==> config.mk <==
export PLATFORM = sky130hd
export DESIGN_NAME = config_loader
export DESIGN_NICKNAME = d
export VERILOG_FILES = /design/src/rtl/config_loader.sv
export SDC_FILE = /design/constraint.sdc
export NUM_CORES = 1
export LEC_CHECK = 0
export BUFFER_PORTS_ARGS = -buffer_cell sky130_fd_sc_hd__buf_2
export CORE_AREA = 2 2 68 70
export DETAILED_ROUTE_END_ITERATION = 8
export DIE_AREA = 0 0 70 72
export PLACE_DENSITY = 0.72
export SYNTH_ARGS = -nofsm -noshare
export SYNTH_HDL_FRONTEND = slang
export SYNTH_SLANG_ARGS = --single-unit
==> constraint.sdc <==
create_clock -name clk -period 3.15 [get_ports clk]
set_clock_uncertainty 0.1 [all_clocks]
set_input_delay 0.63 -clock clk [delete_from_list [all_inputs] [get_ports clk]]
set_output_delay 0.63 -clock clk [all_outputs]
set_load 0.02 [all_outputs]
==> src/rtl/config_loader.sv <==
// Streams host config words LSB-first into a serial shift chain of CHAIN_LENGTH bits.
// One word is fetched per WAIT_WORD handshake; the load ends with a one-cycle done pulse.
module config_loader #(
  parameter int CHAIN_LENGTH = 64,
  parameter int WORD_WIDTH   = 32
) (
  input  logic                  clk,
  input  logic                  rst,
  input  logic                  start,
  input  logic                  abort,
  input  logic                  word_valid,
  input  logic [WORD_WIDTH-1:0] word_data,
  output logic                  word_ready,
  output logic                  shift_enable,
  output logic                  shift_out,
  output logic                  busy,
  output logic                  done
);
  localparam int TW = $clog2(CHAIN_LENGTH + 1);
  localparam int WW = $clog2(WORD_WIDTH + 1);
  localparam logic [TW-1:0] LAST_BIT  = TW'(CHAIN_LENGTH - 1);
  localparam logic [WW-1:0] LAST_WBIT = WW'(WORD_WIDTH - 1);

  typedef enum logic [1:0] {IDLE, WAIT_WORD, SHIFT, DONE} state_t;

  state_t                state, state_nxt;
  logic [TW-1:0]         total_cnt;
  logic [WW-1:0]         word_cnt;
  logic [WORD_WIDTH-1:0] sreg;

  always_ff @(posedge clk or negedge rst) begin
    if (!rst) state <= IDLE;
    else      state <= state_nxt;
  end

  // abort outranks both the word transfer and the SHIFT->DONE step
  always_comb begin
    state_nxt = state;
    case (state)
      IDLE:      if (start) state_nxt = WAIT_WORD;
      WAIT_WORD: begin
        if (abort)           state_nxt = IDLE;
        else if (word_valid) state_nxt = SHIFT;
      end
      SHIFT: begin
        if (abort)                      state_nxt = IDLE;
        else if (total_cnt == LAST_BIT) state_nxt = DONE;
        else if (word_cnt == LAST_WBIT) state_nxt = WAIT_WORD;
      end
      DONE:      state_nxt = IDLE;
      default:   state_nxt = IDLE;
    endcase
  end

  // Outputs decode from state only, so an async reset clears them with no edge.
  always_comb begin
    word_ready   = 1'b0;
    shift_enable = 1'b0;
    shift_out    = 1'b0;
    busy         = (state != IDLE);
    done         = 1'b0;
    case (state)
      WAIT_WORD: word_ready = 1'b1;
      SHIFT: begin
        shift_enable = 1'b1;
        shift_out    = sreg[0];
      end
      DONE:      done = 1'b1;
      default: ;
    endcase
  end

  always_ff @(posedge clk or negedge rst) begin
    if (!rst) begin
      total_cnt <= '0;
      word_cnt  <= '0;
      sreg      <= '0;
    end else begin
      case (state)
        IDLE: if (start) begin
          total_cnt <= '0;
          word_cnt  <= '0;
        end
        WAIT_WORD: if (word_valid && !abort) begin
          sreg     <= word_data;
          word_cnt <= '0;
        end
        SHIFT: begin
          sreg      <= sreg >> 1;
          total_cnt <= total_cnt + 1'b1;
          word_cnt  <= word_cnt + 1'b1;
        end
        default: ;
      endcase
    end
  end
endmodule

Word-level counts from Yosys, hierarchy flattened
Index checks and enable logic that the tools add are counted.
{"block": "classes", "add_sub_neg": 2, "n_reduce_logical": 11, "muxes": 18, "n_eq_ne": 9}
{"operator": "case mux 32 bit (2 select lines)", "n": 1}
{"operator": "2-to-1 mux 32 bit", "n": 1}
{"operator": "case mux 6 bit (3 select lines)", "n": 1}
{"operator": "case mux 7 bit (2 select lines)", "n": 1}
{"operator": "2-to-1 mux 2 bit", "n": 6}
{"operator": "2-to-1 mux 6 bit", "n": 2}
{"operator": "case mux 2 bit (4 select lines)", "n": 1}
{"operator": "adder 7 x 1 -> 7 bit (second input constant)", "n": 1}
{"operator": "equality test 7 x 6 -> 1 bit (second input constant)", "n": 1}
{"operator": "2-to-1 mux 7 bit", "n": 1}
{"operator": "adder 6 x 1 -> 6 bit (second input constant)", "n": 1}
{"operator": "equality test 6 x 5 -> 1 bit (second input constant)", "n": 1}
{"operator": "AND reduction 3 bit", "n": 2}
{"operator": "nonzero test 2 bit", "n": 3}
{"operator": "equality test 2 bit (second input constant)", "n": 2}
{"operator": "2-to-1 mux 1 bit", "n": 4}
{"operator": "!= test 2 bit (second input constant)", "n": 2}
{"operator": "!= test 4 bit (second input constant)", "n": 1}
{"operator": "AND reduction 2 bit", "n": 2}
{"operator": "!= test 3 bit (second input constant)", "n": 1}
{"operator": "nonzero test 3 bit", "n": 1}
{"operator": "equality test 2 x 1 -> 1 bit (second input constant)", "n": 1}
{"operator": "zero test 2 bit", "n": 1}
{"operator": "logical AND 1 bit", "n": 1}
{"operator": "zero test 1 bit", "n": 1}
{"block": "totals", "inputBits": 37, "reg_bits": 47, "wordCells": 44}

Logic depth before layout (Yosys ltp)
Gate-level depths: netlist (run 1).
{"block": "logic_depth", "ltp_word": 5, "depth_mapped": 7, "depth_no_buf": 5}

Worst setup path before layout (run 1)
OpenSTA, ideal clock, no wires.
{"block": "synth_timing", "path_type": "register to output", "startpoint": "register state[0]", "endpoint": "output shift_out", "t_arrival_ps": 1253, "t_required_ps": 2420, "path_slack_ps": 1167, "path_stages_with_launch": 5, "n_path_buf": 1, "path_cell_list": "dfrtp_1 nand2b_1 buf_2 inv_1 and2_1"}
{"block": "synth_via", "elab_chain_len": 2}
{"item": "start, declared", "line_no": "26", "source": "state_t state, state_nxt;"}
{"item": "start signal, assigned", "line_no": "33", "source": "else state <= state_nxt;"}
{"item": "equality test 2 bit", "line_no": "62", "source": "case (state)"}
{"item": "2-to-1 mux 1 bit", "line_no": "62"}
{"item": "end, declared", "line_no": "15", "source": "output logic shift_out,"}
No other way between the ends.

Final worst setup path (run 1)
Ends and elaborated chain as after synthesis.

==> summary.md, run 1 <==
| Metric | Value |
|---|---|
| Worst hold margin | ~0.4 ns |
| Leakage Power | 1.11 nW |
| CTS clk-pin slew, worst paths | 0.08 ns |
| Area grow syn2layout | 13.4% |
| Fin crit share | 69.7% |
| Critical Path Fanout Max | 8 |
| Area of the multi-input gates | 823 µm² |
| Most frequent cells in the layout | nor2_1, dfrtp_1, buf_2 |
| Clk sinks | 47 |
| Crit-path cells | nand2b_1 > inv_1 > and2_1 > buf_2 |
| Synthesized instance count | 221 |
| Post-Route WL | 4070 µm |
| Yosys cell types | 33 |
| # rows | 24 |
| Yosys top cell by area | dfrtp_1 |
| HP Class | primary input to async pin |
| Die Height | 72 µm |
| Worst-Margin Slew | roughly 1.0 ns |
| N_diodes | 0 |
| DRC viols | 0 |
| I/O Pins | 42 |
| Largest net degree at the start of global routing | 48 |
| Initial antenna violation count | 0 |
| Synth Flop Type | dfrtp_1 |
| Ranking of synthesized cells by area | dfrtp_1, nor2_1, o22ai_1 |
| Die width | 70 µm |
| Sequential share of the synthesized area | between 50% and 60% |
| Postcts setup bufs | 0 |
| CTS resizes | 0 |
| FF+latch count, synth | 47 |
| Count of pins over their slew limit | 0 |
| Highest cell delay on the worst timing path | about 0.47 ns |
| Fmax | about 0.46 GHz |
| Pwr Density | 667 nW/µm² |
| Nets@finish | 298 |
| CTS Root Cell | clkbuf_8 |
| Core ar. | ~4300 µm² |
| Startpoint Class | register |
| Initial DRC count | between 100 and 150 |
| Layout cells sized above 1 | 20.5% |
| Grt ovf | 0 |
| Layout filler cell count | ~400 |
| HPWL after detailed placement | between 2000 and 3000 µm |
| Port Buf Inserts | 41 |
| CTS Buf Count | 5 |
| RSZ-0062 raised after global routing | no |
| Arrival @ worst endpoint | 1.46 ns |
| First-pass GRT wire length | 6970 µm |
| Die Area | 5040 µm² |
| Normalized max-slew margin | 32.6% |
| Clk buf depth | 2 |
| Syn_area_per_cell | around 9.5 µm² |
| Ys async rst share | 100% |
| Cts hold-fix bufs | 0 |
| GRT Overall Usage | between 10% and 20% |
| Fin crit period | roughly 2.2 ns |
| GPL Wtd Cong | 0.721 |
| Vias in the first global route | approximately 1500 |
| Number of synthesized flops with an enable pin | 0 |
| YS warnings | 0 |
| Crit Path Class | register to primary output |
| Max Cap Viol | 0 |
| Maximum VDD drop | 0.351 mV |
| Wirelength per Cell | ~13 µm |
| Worst path buffer plus inverter count | 2 |
| Mapped Nets | 260 |
| Post-Layout Cell Count | 310 |
| Starting density of the core | 49.4% |
| Fin. Hold Viols | 0 |
| CTS tree | built |
| Vias | around 1700 |
| Final setup violation count | 0 |
| Routed Antenna Nets | 0 |
| Via density | ~5.4 |
| Skew-Pair Late Insertion Delay | ~0.30 ns |
| Cell family with most CP delay | flip-flops |
| Crit-path slowest cell | dfrtp_1 |
| Post-Route Setup TNS | 0 ns |
| DR pass1 iterations | 6 |
| Status | finished clean |
| Pwr Total | 1.59 mW |
| Synth top area share | 55.9% |
| Post-Synthesis Cell Area | 2100 µm² |
| CTS HTree Levels | 2 |
| Crit path capture type | primary output |
| Post-Place Cells | 304 |
| Storage cell area | 1180 µm² |
| Commonest non-fill, non-tap cell in the layout | nor2_1 |
| Required time of the critical path | between 2 and 2.5 ns |
## final timing paths
check                                to  cells after the start  slack (ns)          from
max                           shift_out                      4        0.96      state[0]
min                         word_cnt[5]                      1        0.39           rst
max reg2reg                    sreg[22]                      6        1.12      state[0]
min reg2reg                total_cnt[6]                      1        0.40  total_cnt[6]
max in group asynchronous      sreg[26]                      1        1.92           rst
min in group clk           total_cnt[6]                      1        0.40  total_cnt[6]
## cell families (layout without fill, tap and decap cells)
group	count (synthesis)	count (layout)	share of synthesized area, %
AOI/OAI and AO/OA	51	51	15.8
xor gates and xnor gates	2	2	0.832
adders and majority gates	2	2	1.19
buffers and inverters	18	55	4.99
DFF	47	47	55.9
muxes	3	3	1.49
and+or+nand+nor	98	98	19.8
## area by class of cell
type	instances	area share (%)
sequential	47	49.3
multi-input combinational	156	34.5
timing repair buffer	45	9.85
clock buffer	6	3.04
tap	52	2.73
inverter	4	0.629
## metrics by stage
step / utilization, % / instance area (µm²) / setup slack [ns]
2_1_floorplan: - / 2100 / 1.17
3_3_place_gp: 54.3 / 2310 / 1.05
3_5_place_dp: 54.3 / 2310 / 0.999
4_1_cts: 56.0 / 2390 / 0.954
5_1_grt: 56.0 / 2390 / 0.867
6_report: 56.0 / 2390 / 0.955
## state kept, by name, indices dropped and copies added (netlist names)
signal	flops
sreg	32
total_cnt	7
word_cnt	6
state	2
## synth_stat cells, types with 2 or more instances
cell	instances
nand2_1	11
inv_1	4
o21ai_0	5
buf_4	3
nor2b_1	2
o21ai_1	3
a22o_1	3
o31ai_1	2
xor2_1	2
nor2_1	67
buf_6	2
o22ai_1	31
and3_1	2
buf_2	9
ha_1	2
mux2i_1	2
o211ai_1	2
nand3_1	7
dfrtp_1	47
and2_1	2
## metal layers
| metal | vias to the layer above | GRT usage [%] | wire [µm] | share of wire [%] |
|---|---|---|---|---|
| met5 | - | 0 | 0 | 0 |
| met4 | 0 | 7.69 | 78 | 1.9 |
| met3 | 8 | 4.17 | 206 | 5.1 |
| met2 | 39 | 27.5 | 1810 | 44 |
| met1 | 762 | 23.4 | 1970 | 49 |
| li1 | 851 | - | - | - |
## power breakdown
part	internal [mW]	leakage [nW]	switching [mW]
Clock	0.148	0.0371	0.179
Sequential	0.812	0.555	0.125
Combinational	0.145	0.513	0.183
Total	1.11	1.11	0.487
Power figures use the tool's default switching activity.
==> run 2: changes to the inputs <==
==> config.mk (replaced) <==
export PLATFORM = sky130hd
export DESIGN_NAME = config_loader
export DESIGN_NICKNAME = d
export VERILOG_FILES = /design/src/rtl/config_loader.sv
export SDC_FILE = /design/constraint.sdc
export NUM_CORES = 1
export LEC_CHECK = 0
export ABC_AREA = 1
export BUFFER_PORTS_ARGS = -buffer_cell sky130_fd_sc_hd__buf_2
export CORE_AREA = 2 2 74 76
export DETAILED_ROUTE_END_ITERATION = 8
export DIE_AREA = 0 0 76 78
export PLACE_DENSITY = 0.74
export SYNTH_ARGS = -nofsm -noshare
export SYNTH_HDL_FRONTEND = slang
export SYNTH_SLANG_ARGS = --single-unit
==> constraint.sdc (replaced) <==
create_clock -name clk -period 1.9 [get_ports clk]
set_clock_uncertainty 0.1 [all_clocks]
set_input_delay 0.38 -clock clk [delete_from_list [all_inputs] [get_ports clk]]
set_output_delay 0.38 -clock clk [all_outputs]
set_load 0.02 [all_outputs]
==> run 2 against run 1 <==
Flip-flop and latch count unchanged. Die area up 18%. Routed wire length up 20%. Total power up 150%. Highest routed layer unchanged. Design area up 22%. Sequential power up 66%. Via count up 24%. Combinational power rose to 5.0 times the previous value. Global-route usage about the same. Critical endpoint is now shift_enable.
==> summary.md, run 2 <==
| Metric | Value |
|---|---|
| Status | finished clean |
| Ys async rst share | 100% (unchanged) |
| CTS clk-pin slew, worst paths | 0.09 ns (about the same) |
| Worst reg2reg path depth | 8 (+2) |
| Gr busiest metal | met2 |
| Hold Crit Depth | 3 |
| FF+latch count, synth | 47 (unchanged) |
| R2r setup slk | 0.26 ns (-0.86 ns) |
| Most frequent cells in the layout | nand2_1, inv_1, dfrtp_1 |
| Synth Flop Type | dfrtp_1 |
| N_diodes | 0 (unchanged) |
| Max reg flops | 32 (unchanged) |
| Reg2reg start | state[1] |
| Crit Path Class | register to primary output |
| Post-route setup slack | 0.0579 ns (-0.897 ns) |
| HP Class | primary input to register |
| Initial DRC count | 88 (-32%) |
| CTS Buf Count | 5 (unchanged) |
| DRC viols | 0 (unchanged) |
| Top Registers | sreg: 32 flops, total_cnt: 7 flops, word_cnt: 6 flops |
| Synthesized instance count | 315 (+43%) |
| CTS Root Cell | clkbuf_8 |
| # rows | 26 (+8.3%) |
| Clk sinks | 47 (unchanged) |
| Commonest non-fill, non-tap cell in the layout | nand2_1 |
| Die Area | 5930 µm² (+18%) |
| Fmax | 0.543 GHz |
| CTS HTree Levels | 2 (unchanged) |
| GPL Wtd Cong | 0.780 (+8.2%) |
| Fin crit share | 97.0% |
| Fin crit period | ~1.8 ns |
| Final setup violation count | 0 (unchanged) |
| Layout filler cell count | 478 (+19%) |
| Normalized max-slew margin | 82.2% (+50 points) |
| Count of pins over their slew limit | 0 (unchanged) |
| Nets@finish | 395 (+33%) |
| Crit-path cells | inv_4 > nand2_8 > inv_4 > buf_2 |
| Vias in the first global route | 1953 (+27%) |
| Worst-Margin Slew | 0.268 ns (-0.744 ns) |
| M1 GR Usage | 21.7% (-1.7 points) |
| Biggest register | sreg |
| Worst R2R End | sreg[26] |
| Sequential share of the synthesized area | 47.1% (-8.8 points) |
| Initial antenna violation count | 0 (unchanged) |
| Via density | 4.83 (-9.7%) |
| Arrival @ worst endpoint | 1.36 ns (-0.10 ns) |
| Vias | 2064 (+24%) |
| GRT Overall Usage | 17.5% (-0.034 points) |
| Routed Antenna Nets | 0 (unchanged) |
| Critical Path Fanout Max | 13 (+5) |
| Post-Route WL | 4880 µm (+20%) |
| HPWL after detailed placement | 3300 µm (+22%) |
| Ranking of synthesized cells by area | dfrtp_1, nand2_1, o21ai_1 |
| Wirelength per Cell | 11.4 µm (-13%) |
| Post-Synthesis Cell Area | 2500 µm² (+19%) |
| CP dominant cell by count | inv_4 |
| WHS Endpoint | sreg[31] |
| Fin util | 57.5% (+1.6 points) |
| Grt met2 use | 30.9% (+3.4 points) |
| DR pass1 iterations | 4 (-2) |
| Fin. Hold Viols | 0 (unchanged) |
| Grt ovf | 0 (unchanged) |
| GR met3 Demand/Resource | 3.95% (-0.21 points) |
| Syn_area_per_cell | 7.93 µm² (-17%) |
| Number of synthesized flops with an enable pin | 0 (unchanged) |
| Layout cells sized above 1 | 21.8% (+1.3 points) |
| DP Worst Slack | 0.281 ns (-0.718 ns) |
| WP depth | 4 (unchanged) |
| Cell family with most CP delay | buffers and inverters |
| Synth top area share | 47.1% (-8.8 points) |
| Max Cap Viol | 0 (unchanged) |
| Area grow syn2layout | 16.1% |
| Largest net degree at the start of global routing | 48 (unchanged) |
| Skew-Pair Late Insertion Delay | 0.30 ns (about the same) |
| Die width | 76 µm (+8.6%) |
| Pwr Density | 1370 nW/µm² (+100%) |
| Crit-path slowest cell | dfrtp_1 |
| Required time of the critical path | 1.42 ns (-1.00 ns) |
| Port Buf Inserts | 41 (unchanged) |
| Post-Layout Cell Count | 427 (+38%) |
| Yosys cell types | 29 (-12%) |
| I/O Pins | 42 (unchanged) |
| Highest cell delay on the worst timing path | 0.46 ns (about the same) |
| First-pass GRT wire length | 8510 µm (+22%) |
| Die Height | 78 µm (+8.3%) |
| Crit path capture type | primary output |
| Leakage Power | 1.50 nW (+36%) |
| Startpoint Class | register |
| Worst hold start | word_data[31] |
| Post-Place Cells | 417 (+37%) |
| Synth top cells by count | nand2_1, dfrtp_1, inv_1, o21ai_1, o21ai_0 |
| Maximum VDD drop | 0.654 mV (+86%) |
| Pwr Total | 3.96 mW (+150%) |
| Core ar. | 5040 µm² (+18%) |
| Yosys top cell by area | dfrtp_1 |
| CTS tree | built |
| Count leader, synth | nand2_1 |
| YS warnings | 0 (unchanged) |
| Worst path buffer plus inverter count | 3 (+1) |
| Mapped Nets | 354 (+36%) |
| Clk buf depth | 2 (unchanged) |
| Starting density of the core | 49.6% (+0.20 points) |
[run 2: worst max path at each step]
stage	end	start
floorplan	shift_out	state[0]
global placement	shift_enable	state[1]
detailed placement	shift_enable	state[1]
CTS	shift_enable	state[0]
global route	shift_out	state[0]
finish	shift_enable	state[0]
[run 2: worst register-to-register path, cell delays in order (launching register included)]
cell and delay, ns:
dfrtp_2 0.52, inv_2 0.09, nand2_2 0.08, nor2_4 0.12
nand2_4 0.08, nand2_4 0.21, buf_4 0.23, nand2_1 0.07
o21ai_1 0.08
[run 2: report_power, final]
group / total, mW / internal [mW] / leakage, nW / switching (mW)
Clock: 0.771 / 0.426 / 0.0612 / 0.344
Combinational: 1.63 / 0.578 / 0.838 / 1.05
Sequential: 1.56 / 1.38 / 0.600 / 0.178
[run 2: final cells by class]
type                       instances  area, µm²  area share [%]
sequential                        47       1180            40.6
multi-input combinational        206       1040            35.8
clock inverter                     2       35.0            1.21
timing repair buffer              47        290            10.0
clock buffer                       6       82.6            2.85
inverter                          49        189            6.51
tap                               70       87.6            3.02
[run 2: logic make-up after synthesis]
| kind of cell | after synthesis | synth area share, % |
|---|---|---|
| and+or+nand+nor | 117 | 20.6 |
| buffers and inverters | 63 | 11.9 |
| xor gates and xnor gates | 2 | 0.701 |
| adders and majority gates | 2 | 1.00 |
| muxes | 1 | 0.401 |
| AOI/OAI and AO/OA | 83 | 18.4 |
| DFF | 47 | 47.1 |
[run 2: per-layer routing]
layer / part of all wire [%] / wire, µm
met1: 46 / 2260
met2: 49 / 2390
met3: 3.6 / 177
met4: 1.1 / 54
met5: 0 / 0
[run 2: stage by stage]
step                hold slack [ns]  TNS (ns)  area [µm²]
floorplan                   -0.0156         0        2500
global placement              0.286         0        2750
detailed placement            0.286         0        2750
CTS                           0.266         0        2890
global route                  0.265  -0.00305        2900
finish                        0.273         0        2900
[run 2: timing repair]
item / in CTS / in global routing
gates cloned: 0 / 1
setup buffers: 0 / 0
gates resized for setup: 3 / 1
hold buffers: 1 / 0
endpoints found under the setup margin: 2 / 2
hold endpoints to repair: 47 / 0
pin swaps: 0 / 1
==> run 3: changes to the inputs <==
--- a/config.mk
+++ b/config.mk
@@ -10,7 +10,7 @@
 export CORE_AREA = 2 2 74 76
 export DETAILED_ROUTE_END_ITERATION = 8
 export DIE_AREA = 0 0 76 78
-export PLACE_DENSITY = 0.74
+export PLACE_DENSITY = 0.71
 export SYNTH_ARGS = -nofsm -noshare
 export SYNTH_HDL_FRONTEND = slang
 export SYNTH_SLANG_ARGS = --single-unit
==> constraint.sdc (replaced) <==
create_clock -name clk -period 2 [get_ports clk]
set_clock_uncertainty 0.1 [all_clocks]
set_input_delay 0.4 -clock clk [delete_from_list [all_inputs] [get_ports clk]]
set_output_delay 0.4 -clock clk [all_outputs]
set_load 0.02 [all_outputs]
==> run 3 against run 2 <==
Via count is 1.3% lower. Non-clock buffer count fell by 1. Design area decreased by 1.3%. Flip-flop and latch count stayed put. Total power decreased by 7.8%. Sequential power shrank 6%. Clock-buffer cell count unchanged. Sequential share of layout area grew 0.51 points. Critical endpoint unchanged. Largest cell class unchanged. Highest routed layer unchanged.
==> summary.md, run 3 (synthesized netlist as in run 2, its figures left out) <==
| Metric | Value |
|---|---|
| Die Area | 5930 µm² (unchanged) |
| Register share of total power | 40.1% (+0.7 points) |
| Net Sw Frac | 38.7% (-0.97 points) |
| Layout cells sized above 1 | 21.1% (-0.72 points) |
| Core ar. | 5040 µm² (unchanged) |
| Max Cap Viol | 0 (unchanged) |
| Initial antenna violation count | 0 (unchanged) |
| Logic pwr share | 40.5% (-0.6 points) |
| Leakage Power | 1.48 nW (-1.3%) |
| Clk buf depth | 2 (unchanged) |
| Most frequent cells in the layout | nand2_1, inv_1, dfrtp_1 |
| Fmax | 0.529 GHz |
| CTS Root Cell | clkbuf_8 |
| Grt ovf | 0 (unchanged) |
| Fin crit period | 1.89 ns |
| RSZ-0062 raised after global routing | no |
| Largest net degree at the start of global routing | 64 (+33%) |
| Routed Antenna Nets | 0 (unchanged) |
| Biggest register | sreg |
| Via density | 4.80 (-0.80%) |
| Post-Place Cells | 416 (-0.24%) |
| Fin crit share | 94.5% |
| Port Buf Inserts | 41 (unchanged) |
| Crit path capture type | primary output |
| CTS clk-pin slew, worst paths | 0.09 ns (about the same) |
| Normalized max-slew margin | 78.3% (-3.9 points) |
| Area grow syn2layout | 14.7% |
| Count of pins over their slew limit | 0 (unchanged) |
| CTS HTree Levels | 2 (unchanged) |
| Startpoint Class | register |
| Post-Layout Cell Count | 425 (-0.47%) |
| Clk sinks | 47 (unchanged) |
| Nets@finish | 393 (-0.51%) |
| Die width | 76 µm (unchanged) |
| Vias in the first global route | 1888 (-3.3%) |
| Worst-Margin Slew | 0.326 ns (+0.0585 ns) |
| Clock power share | 19.4% (about the same) |
| DR pass1 iterations | 4 (unchanged) |
| Int Pwr | 2.24 mW (-6.3%) |
| Maximum VDD drop | 0.577 mV (-12%) |
| Required time of the critical path | 1.50 ns (+0.08 ns) |
| Status | finished clean |
| HP Class | primary input to register |
| Pwr Density | 1270 nW/µm² (-6.6%) |
| Starting density of the core | 49.6% (unchanged) |
| Storage cell area | 1180 µm² (unchanged) |
| Postcts setup bufs | 0 (unchanged) |
| Commonest non-fill, non-tap cell in the layout | nand2_1 |
| N_diodes | 0 (unchanged) |
| Psw | 1.41 mW (-10%) |
| Wirelength per Cell | 10.5 µm (-7.9%) |
| First-pass GRT wire length | 8060 µm (-5.3%) |
| Area of the multi-input gates | 1030 µm² (-1.3%) |
| Fin. Hold Viols | 0 (unchanged) |
| Critical Path Fanout Max | 38 (+25) |
| Top Registers | sreg: 32 flops, total_cnt: 7 flops, word_cnt: 6 flops |
| CTS Buf Count | 5 (unchanged) |
| HPWL after detailed placement | 3130 µm (-5.0%) |
| R2r setup slk | 0.37 ns (+0.11 ns) |
| CTS tree | built |
| Initial DRC count | 95 (+8.0%) |
| Layout filler cell count | 485 (+1.5%) |
| Skew-Pair Late Insertion Delay | 0.29 ns (about the same) |
| I/O Pins | 42 (unchanged) |
| Crit Path Class | register to primary output |
| DRC viols | 0 (unchanged) |
| Max reg flops | 32 (unchanged) |
| GPL Wtd Cong | 0.837 (+7.2%) |
| Die Height | 78 µm (unchanged) |
| Post-Route WL | 4480 µm (-8.3%) |
| GRT Overall Usage | 16.7% (-0.79 points) |
| Final setup violation count | 0 (unchanged) |
| # rows | 26 (unchanged) |
| Vias | 2038 (-1.3%) |
| Arrival @ worst endpoint | 1.39 ns (+0.03 ns) |
| Post-Route Setup TNS | 0 ns (unchanged) |
## run 3: cell count changes in the layout (fill, tap and decap cells not counted)
cell | before | now
nor2_1 | 9 | 10
nand2_4 | 3 | 2
nor2_2 | 1 | 0
inv_2 | 1 | 2
buf_12 | 3 | 2
inv_4 | 2 | 1
## run 3: stage by stage
| stage | setup slack, ns | util (%) | area (µm²) | hold WS, ns | power (mW) |
|---|---|---|---|---|---|
| final | 0.110 | 56.8 | 2870 | 0.308 | 3.65 |
| after global routing | 0.0124 | 56.8 | 2870 | 0.301 | 4.01 |
| after CTS | 0.00271 | 56.7 | 2860 | 0.297 | 3.71 |
| after detailed placement | 0.335 | 54.2 | 2730 | 0.304 | 2.97 |
| after global placement | 0.376 | 54.2 | 2730 | 0.304 | 2.94 |
| after floorplan | 0.415 | - | 2500 | 0.00441 | 2.71 |
## run 3: repair_timing
item | in CTS | in global routing
resized for setup | 0 | 2
hold buffers | 1 | 0
endpoints found under the setup margin | 0 | 2
hold endpoints to repair | 47 | 0
## run 3: critical path, stage by stage (launching register included)
cell,delay [ns]
dfrtp_1,0.45
inv_2,0.15
nand2_8,0.17
inv_4,0.15
buf_2,0.17
## run 3: path summary, 6_finish.rpt
kind / start / to / cells past startpoint
setup / recovery: state[0] / shift_enable / 4
hold / removal: word_data[27] / sreg[27] / 5
setup reg to reg: state[0] / sreg[19] / 7
hold reg to reg: total_cnt[4] / total_cnt[4] / 1
max in group asynchronous: rst / sreg[0] / 3
min in group asynchronous: rst / state[0] / 3
## run 3: layout make-up
cell class | instances | share of cell area (%)
Multi-Input combinational cell | 205 | 35.8
Sequential cell | 47 | 41.1
Timing Repair Buffer | 46 | 9.43
Tap cell | 70 | 3.06
Clock buffer | 6 | 2.88
Clock inverter | 2 | 1.22
Inverter | 49 | 6.51
## run 3: power by group through the flow
| stage | combinational [mW] | clock, mW | sequential, mW |
|---|---|---|---|
| 2_1_floorplan | 1.28 | 0 | 1.43 |
| 3_3_place_gp | 1.47 | 0 | 1.47 |
| 3_5_place_dp | 1.49 | 0 | 1.49 |
| 4_1_cts | 1.50 | 0.738 | 1.47 |
| 5_1_grt | 1.73 | 0.778 | 1.50 |
| 6_report | 1.48 | 0.708 | 1.47 |
## run 3: metal layers
metal	track usage, %	wire, µm	part of all wire, %	vias up
li1	-	-	-	1072
met1	21.0	2140	48	935
met2	29.2	2160	48	29
met3	3.72	147	3.3	2
met4	4.36	27	0.60	0
met5	0	0	0	-
